==> src/rtl/lane_draw_engine.sv <==
// Pixel-command engine: rasterises CLEAR/FILL/SPRITE/FLOORS commands into a one-pixel-per-clock
// x/y/color/plot stream. Define LANE_DRAW_ENGINE_CLIP_EN to suppress plots that fall off-screen.
module lane_draw_engine #(
  parameter int SCR_W      = 160,
  parameter int SCR_H      = 120,
  parameter int XW         = 8,
  parameter int YW         = 7,
  parameter int CW         = 3,
  parameter int N_LANES    = 3,
  parameter int FLOOR_Y0   = 35,
  parameter int LANE_PITCH = 40,
  parameter int FLOOR_H    = 5
) (
  input  logic          clk,
  input  logic          reset_n,
  input  logic          cmd_valid,
  output logic          cmd_ready,
  input  logic [1:0]    cmd_op,
  input  logic [XW-1:0] cmd_x,
  input  logic [YW-1:0] cmd_y,
  input  logic [XW-1:0] cmd_w,
  input  logic [YW-1:0] cmd_h,
  input  logic [CW-1:0] cmd_color,
  input  logic [63:0]   cmd_mask,
  input  logic          abort,
  output logic [XW-1:0] x,
  output logic [YW-1:0] y,
  output logic [CW-1:0] color,
  output logic          plot,
  output logic          done
);

  localparam int LW = (N_LANES > 1) ? $clog2(N_LANES) : 1;

  localparam logic [1:0] OP_CLEAR  = 2'b00;
  localparam logic [1:0] OP_FILL   = 2'b01;
  localparam logic [1:0] OP_SPRITE = 2'b10;
  localparam logic [1:0] OP_FLOORS = 2'b11;

  typedef enum logic [1:0] {S_IDLE, S_RUN, S_FIN} state_t;

  typedef struct packed {
    logic [1:0]    op;
    logic [XW-1:0] x;
    logic [YW-1:0] y;
    logic [XW-1:0] w;
    logic [YW-1:0] h;
    logic [CW-1:0] color;
    logic [63:0]   mask;
  } cmd_t;

  state_t        state_q, state_d;
  cmd_t          cmd_q, cmd_d, cmd_in, src;
  logic [XW:0]   cx_q, cx_d;
  logic [YW:0]   cy_q, cy_d;
  logic [LW-1:0] lane_q, lane_d;
  logic [YW:0]   ybase_q, ybase_d;
  logic [XW-1:0] x_q, x_d;
  logic [YW-1:0] y_q, y_d;
  logic [CW-1:0] color_q, color_d;
  logic          plot_q, plot_d;
  logic          done_q, done_d;

  logic [XW:0]   wlim, nx, pcx, xs, xfull;
  logic [YW:0]   hlim, ny, pcy, ys, yfull, nb, pyb;
  logic [LW-1:0] nl;
  logic          last_col, last_row, last_lane, last_pos;
  logic          hs, degen, pix_plot;
  logic [5:0]    midx;

  assign cmd_ready = (state_q == S_IDLE) && reset_n;
  assign hs        = cmd_valid && cmd_ready;

  always_comb begin
    cmd_in.op    = cmd_op;
    cmd_in.x     = cmd_x;
    cmd_in.y     = cmd_y;
    cmd_in.w     = cmd_w;
    cmd_in.h     = cmd_h;
    cmd_in.color = cmd_color;
    cmd_in.mask  = cmd_mask;
    // While idle the first pixel is built straight from the offered command
    src = (state_q == S_IDLE) ? cmd_in : cmd_q;

    case (src.op)
      OP_CLEAR:  begin wlim = (XW+1)'(SCR_W); hlim = (YW+1)'(SCR_H);   end
      OP_FILL:   begin wlim = {1'b0, src.w};  hlim = {1'b0, src.h};    end
      OP_SPRITE: begin wlim = (XW+1)'(8);     hlim = (YW+1)'(8);       end
      default:   begin wlim = (XW+1)'(SCR_W); hlim = (YW+1)'(FLOOR_H); end
    endcase

    last_col  = (cx_q == wlim - 1'b1);
    last_row  = (cy_q == hlim - 1'b1);
    last_lane = (src.op != OP_FLOORS) || (lane_q == LW'(N_LANES - 1));
    last_pos  = last_col && last_row && last_lane;

    nx = last_col ? '0 : cx_q + 1'b1;
    ny = cy_q;
    nl = lane_q;
    nb = ybase_q;
    if (last_col) begin
      if (last_row) begin
        ny = '0;
        nl = lane_q + 1'b1;
        nb = ybase_q + (YW+1)'(LANE_PITCH);
      end else begin
        ny = cy_q + 1'b1;
      end
    end

    if (state_q == S_IDLE) begin
      pcx = '0;
      pcy = '0;
      pyb = (YW+1)'(FLOOR_Y0);
    end else begin
      pcx = nx;
      pcy = ny;
      pyb = nb;
    end

    xs    = (src.op == OP_FILL || src.op == OP_SPRITE) ? {1'b0, src.x} : '0;
    ys    = (src.op == OP_FILL || src.op == OP_SPRITE) ? {1'b0, src.y} :
            (src.op == OP_FLOORS) ? pyb : '0;
    xfull = xs + pcx;
    yfull = ys + pcy;
    midx  = {pcy[2:0], pcx[2:0]};
    pix_plot = (src.op == OP_SPRITE) ? src.mask[midx] : 1'b1;
`ifdef LANE_DRAW_ENGINE_CLIP_EN
    if (xfull >= (XW+1)'(SCR_W) || yfull >= (YW+1)'(SCR_H)) pix_plot = 1'b0;
`endif

    degen = (cmd_op == OP_FILL) && ((cmd_w == '0) || (cmd_h == '0));
  end

`ifndef LANE_DRAW_ENGINE_CLIP_EN
  logic unused_ovf;
  assign unused_ovf = xfull[XW] ^ yfull[YW];
`endif

  always_comb begin
    state_d = state_q;
    cmd_d   = cmd_q;
    cx_d    = cx_q;
    cy_d    = cy_q;
    lane_d  = lane_q;
    ybase_d = ybase_q;
    x_d     = x_q;
    y_d     = y_q;
    color_d = color_q;
    plot_d  = 1'b0;
    done_d  = 1'b0;

    case (state_q)
      S_IDLE: begin
        if (hs) begin
          cmd_d   = cmd_in;
          cx_d    = '0;
          cy_d    = '0;
          lane_d  = '0;
          ybase_d = (YW+1)'(FLOOR_Y0);
          if (degen) begin
            state_d = S_FIN;
            done_d  = 1'b1;
          end else begin
            state_d = S_RUN;
            x_d     = xfull[XW-1:0];
            y_d     = yfull[YW-1:0];
            color_d = src.color;
            plot_d  = pix_plot;
          end
        end
      end
      S_RUN: begin
        if (abort) begin
          state_d = S_IDLE;
        end else if (last_pos) begin
          state_d = S_FIN;
          done_d  = 1'b1;
        end else begin
          cx_d    = nx;
          cy_d    = ny;
          lane_d  = nl;
          ybase_d = nb;
          x_d     = xfull[XW-1:0];
          y_d     = yfull[YW-1:0];
          color_d = src.color;
          plot_d  = pix_plot;
        end
      end
      S_FIN:   state_d = S_IDLE;
      default: state_d = S_IDLE;
    endcase
  end

  always_ff @(posedge clk) begin
    if (!reset_n) begin
      state_q <= S_IDLE;
      cmd_q   <= '0;
      cx_q    <= '0;
      cy_q    <= '0;
      lane_q  <= '0;
      ybase_q <= '0;
      x_q     <= '0;
      y_q     <= '0;
      color_q <= '0;
      plot_q  <= 1'b0;
      done_q  <= 1'b0;
    end else begin
      state_q <= state_d;
      cmd_q   <= cmd_d;
      cx_q    <= cx_d;
      cy_q    <= cy_d;
      lane_q  <= lane_d;
      ybase_q <= ybase_d;
      x_q     <= x_d;
      y_q     <= y_d;
      color_q <= color_d;
      plot_q  <= plot_d;
      done_q  <= done_d;
    end
  end

  assign x     = x_q;
  assign y     = y_q;
  assign color = color_q;
  assign plot  = plot_q;
  assign done  = done_q;

endmodule
==> config.mk <==
export PLATFORM = sky130hd
export DESIGN_NAME = lane_draw_engine
export DESIGN_NICKNAME = d
export VERILOG_FILES = /design/src/rtl/lane_draw_engine.sv
export SDC_FILE = /design/constraint.sdc
export NUM_CORES = 1
export LEC_CHECK = 0
export BUFFER_PORTS_ARGS = -buffer_cell sky130_fd_sc_hd__buf_2
export CAP_MARGIN = 40
export CORE_ASPECT_RATIO = 0.5
export CORE_UTILIZATION = 40
export CTS_BUF_LIST = sky130_fd_sc_hd__clkbuf_4
export DETAILED_ROUTE_END_ITERATION = 16
export GPL_TIMING_DRIVEN = 0
export SLEW_MARGIN = 20
export SYNTH_ARGS = -nofsm -noshare
export SYNTH_HDL_FRONTEND = slang
export SYNTH_SLANG_ARGS = --single-unit
==> constraint.sdc <==
create_clock -name clk -period 6.05 [get_ports clk]
set_input_delay 0.3025 -clock clk [delete_from_list [all_inputs] [get_ports clk]]
set_output_delay 0.3025 -clock clk [all_outputs]
set_load 0.05 [all_outputs]
==> impl_metrics.yaml <==
synthesis:
  synth_simple_gate_area_share_pct: 26.9
  synth_area_leaders: "dfxtp_1 34%, nand2_1 12%, o21ai_0 8.0%"
  ys_seq_area_share_pct: 33.6
  synth_mux_area_share_pct: 3.03
  yosys_warnings: 0
  netlist.area_leader.share_pct: 33.6
  async_flop_share_pct: 0
  synth_largest_area_cell: "dfxtp_1"
  synth_seq_cells: 145
  synthXorXnorAreaFrac_pct: 3.65
  synth.most_common_cell: "nand2_1"
  synth_compound_area_share_pct: 23.6
  synthCells: 1158
  synth-edff-count: 0
  ys.flop_type: "dfxtp_1"
  postSynthAreaPerCell_sq_um: 7.46
  synth_nets: 1287
  synth-adder-area-share_pct: 3.94
  syn_area_sq_mm: 0.00864
  synth_common_cells: "273 x nand2_1, 145 x dfxtp_1, 139 x o21ai_0, 83 x nor2_1, 63 x a21oi_1"
  synth_top_family_by_area: "simple AND/OR/NAND/NOR gates"
  yosysUniqueCellTypes: 87
grt:
  grt_pass1_vias: 9298
  overflow: 0
  antenna_found_initial: 1
  grt_pass1_wl_microns: 51200
  grt_max_degree: 17
  grt_usage_pct: 30.1
layout:
  drive_gt1_share_pct: 21.0
  regArea_sq_mm: 0.00291
  nets: 1588
  multiInputGateArea_sq_mm: 0.00553
  fillers: 1951
  syn2layout_area_growth_pct: 36.3
routing:
  wl_per_cell_microns: 19.1
  drc: 0
  ant_nets: 0
  detail_route.vias_per_cell: 5.59
  dr.pass1.iters: 6
  first_iter_violations: 1026
  vias: 9872
  drt_wl_total_microns: 33700
critical_path:
  crit_family: "simple AND/OR/NAND/NOR gates"
  crit_required_ns: 6.57
  critical-path-slowest-cell: "a2111oi_4"
  endpoint_kind: "flip-flop"
  cpPeakStageDelay_ns: 0.44
  cp_num_buf_inv: 8
  critPathMaxFanout: 12
  critical_path_class: "reg -> reg"
  cp-start-kind: "flip-flop"
  arrival_ns: 6.47
  worst_path_most_repeated_cell: "buf_8"
power_and_ir_drop:
  power_uw: 2370
  ir_drop_mv: 0.111
  cellPowerDensity_mw_per_mm2: 201
  p_leak_uw: 0.00476
die:
  die_area_sq_mm: 0.0222
  row_count: 37
  start_util_pct: 41.4
  die_w_microns: 210
  core_area_sq_mm: 0.0209
  boundaryPins: 124
  fp.dieH_microns: 106
clocking:
  numCtsBuffers: 17
  cts-htree-levels: 4
  cts_num_sinks: 145
  cts_tree: "built"
  cts-root-buf: "clkbuf_4"
  cts.reportedPaths.clkPinSlew_ns: 0.13
  clock_latency_ns: 0.61
  clockBufferDepth: 2
placement:
  pre_cts_slack_ns: -2.28
  port_buffers: 122
  dp_hpwl_microns: 23400
  place.gp.congestion: 0.981
run:
  max_cap_viol_count: 0
sta:
  worst_slew_pin_slew_ns: 0.886
  finalSetupViolCount: 0
  clock.fmax_mhz: 168
  clock_skew_ns: 0.0238
  fin_crit_ns: 5.95
  slew_violations: 0
  hold_viol: 0
  slew_headroom_pct: 41.0
  finalWorstSetupSlack_ns: 0.102
  timing.final.crit_share_pct: 98.3
min_path:
  min_path_type: "in -> reg"
status:
  run_status: "complete, no violations"
[routing by layer]
metal | part of all wire (%) | track usage (%)
met5 | 0 | 0
met3 | 8.8 | 7.30
met4 | 1.9 | 8.86
met1 | 45 | 41.8
met2 | 44 | 46.3
[path summary, 6_finish.rpt]
kind,startpoint,end,slack [ns],depth (start not counted)
setup reg to reg,state_q[1],y[6],0.10,32
hold reg to reg,y[4],y[4],0.46,2
setup / recovery,state_q[1],y[6],0.10,32
hold / removal,abort,cy_q[5],0.03,3
[repair_timing]
action | 4_1_cts | 5_1_grt
hold buffers | 99 | 0
pin swaps | 22 | 30
hold endpoints to repair | 102 | 0
setup buffers | 31 | 32
setup endpoints to repair | 45 | 19
resized for setup | 68 | 27
[stage by stage]
step | TNS, ns | instances | instance area (sq um) | hold slack (ns) | util [%]
floorplan | -0.00515 | 1158 | 8670 | 0.411 | -
global placement | -51.41 | 1572 | 9640 | 0.440 | 46.2
detailed placement | -54.34 | 1574 | 9650 | 0.444 | 46.2
CTS | 0 | 1736 | 11500 | 0.00896 | 55.1
global route | -0.169 | 1765 | 11800 | 0.0224 | 56.4
finish | 0 | 1765 | 11800 | 0.0254 | 56.4
[where the power goes]
part	total (uW)	internal (uW)	switching, uW
combinational	579	240	340
sequential	1050	1010	34.6
clock	739	332	407
total	2370	1590	781
[worst reg2reg max path: cells and delay by family (launching register included)]
family | cells | cell delay, ns
compound gates | 7 | 1.40
xor+xnor | 3 | 0.53
fa+ha+maj | 4 | 0.91
buf+inv | 8 | 1.13
flops | 1 | 0.40
simple gates | 10 | 1.47
[placed cells by master, fill, tap and decap left out, types with 8 or more instances in the layout]
cell / netlist / layout
and3_1: 16 / 16
mux2i_1: 16 / 15
nand3_1: 26 / 26
inv_1: 17 / 15
or3_1: 9 / 8
buf_2: 9 / 129
buf_4: 4 / 64
a211oi_1: 10 / 10
nor3_1: 17 / 14
nand2_1: 273 / 271
nand4_1: 10 / 10
xnor2_1: 27 / 25
and2_1: 8 / 8
clkbuf_1: 61 / 57
o21ai_0: 139 / 137
o211ai_1: 9 / 9
clkbuf_4: 0 / 18
ha_1: 24 / 19
dlygate4sd3_1: 0 / 99
nor2_1: 83 / 78
o22ai_1: 11 / 11
a21o_1: 12 / 12
xor2_1: 9 / 8
dfxtp_1: 145 / 143
nor2b_1: 12 / 10
nor4_1: 10 / 10
a21oi_1: 63 / 60
[registers in the layout, summed over array words and instances, names as in the netlist]
register / count
cmd_q: 99
cx_q: 9
cy_q: 8
x: 8
y: 7
ybase_q: 5
color: 3
lane_q: 2
state_q: 2
done: 1
plot: 1
[cells by family after synthesis]
family / Yosys count
DFF: 145
xor gates and xnor gates: 36
AOI/OAI and AO/OA: 320
buffers and inverters: 104
muxes: 21
and+or+nand+nor: 506
adders and majority gates: 26
[cell type report]
type / instances / share of cell area (%)
multi-input cells: 909 / 46.9
well taps: 292 / 3.10
clock buffers: 18 / 1.15
inverters: 18 / 0.574
repair buffers: 286 / 17.9
diodes: 1 / 0.0212
clock inverters: 14 / 1.60
plain buffers: 82 / 4.05
flip-flops and latches: 145 / 24.7
Power figures use the tool's default switching activity.
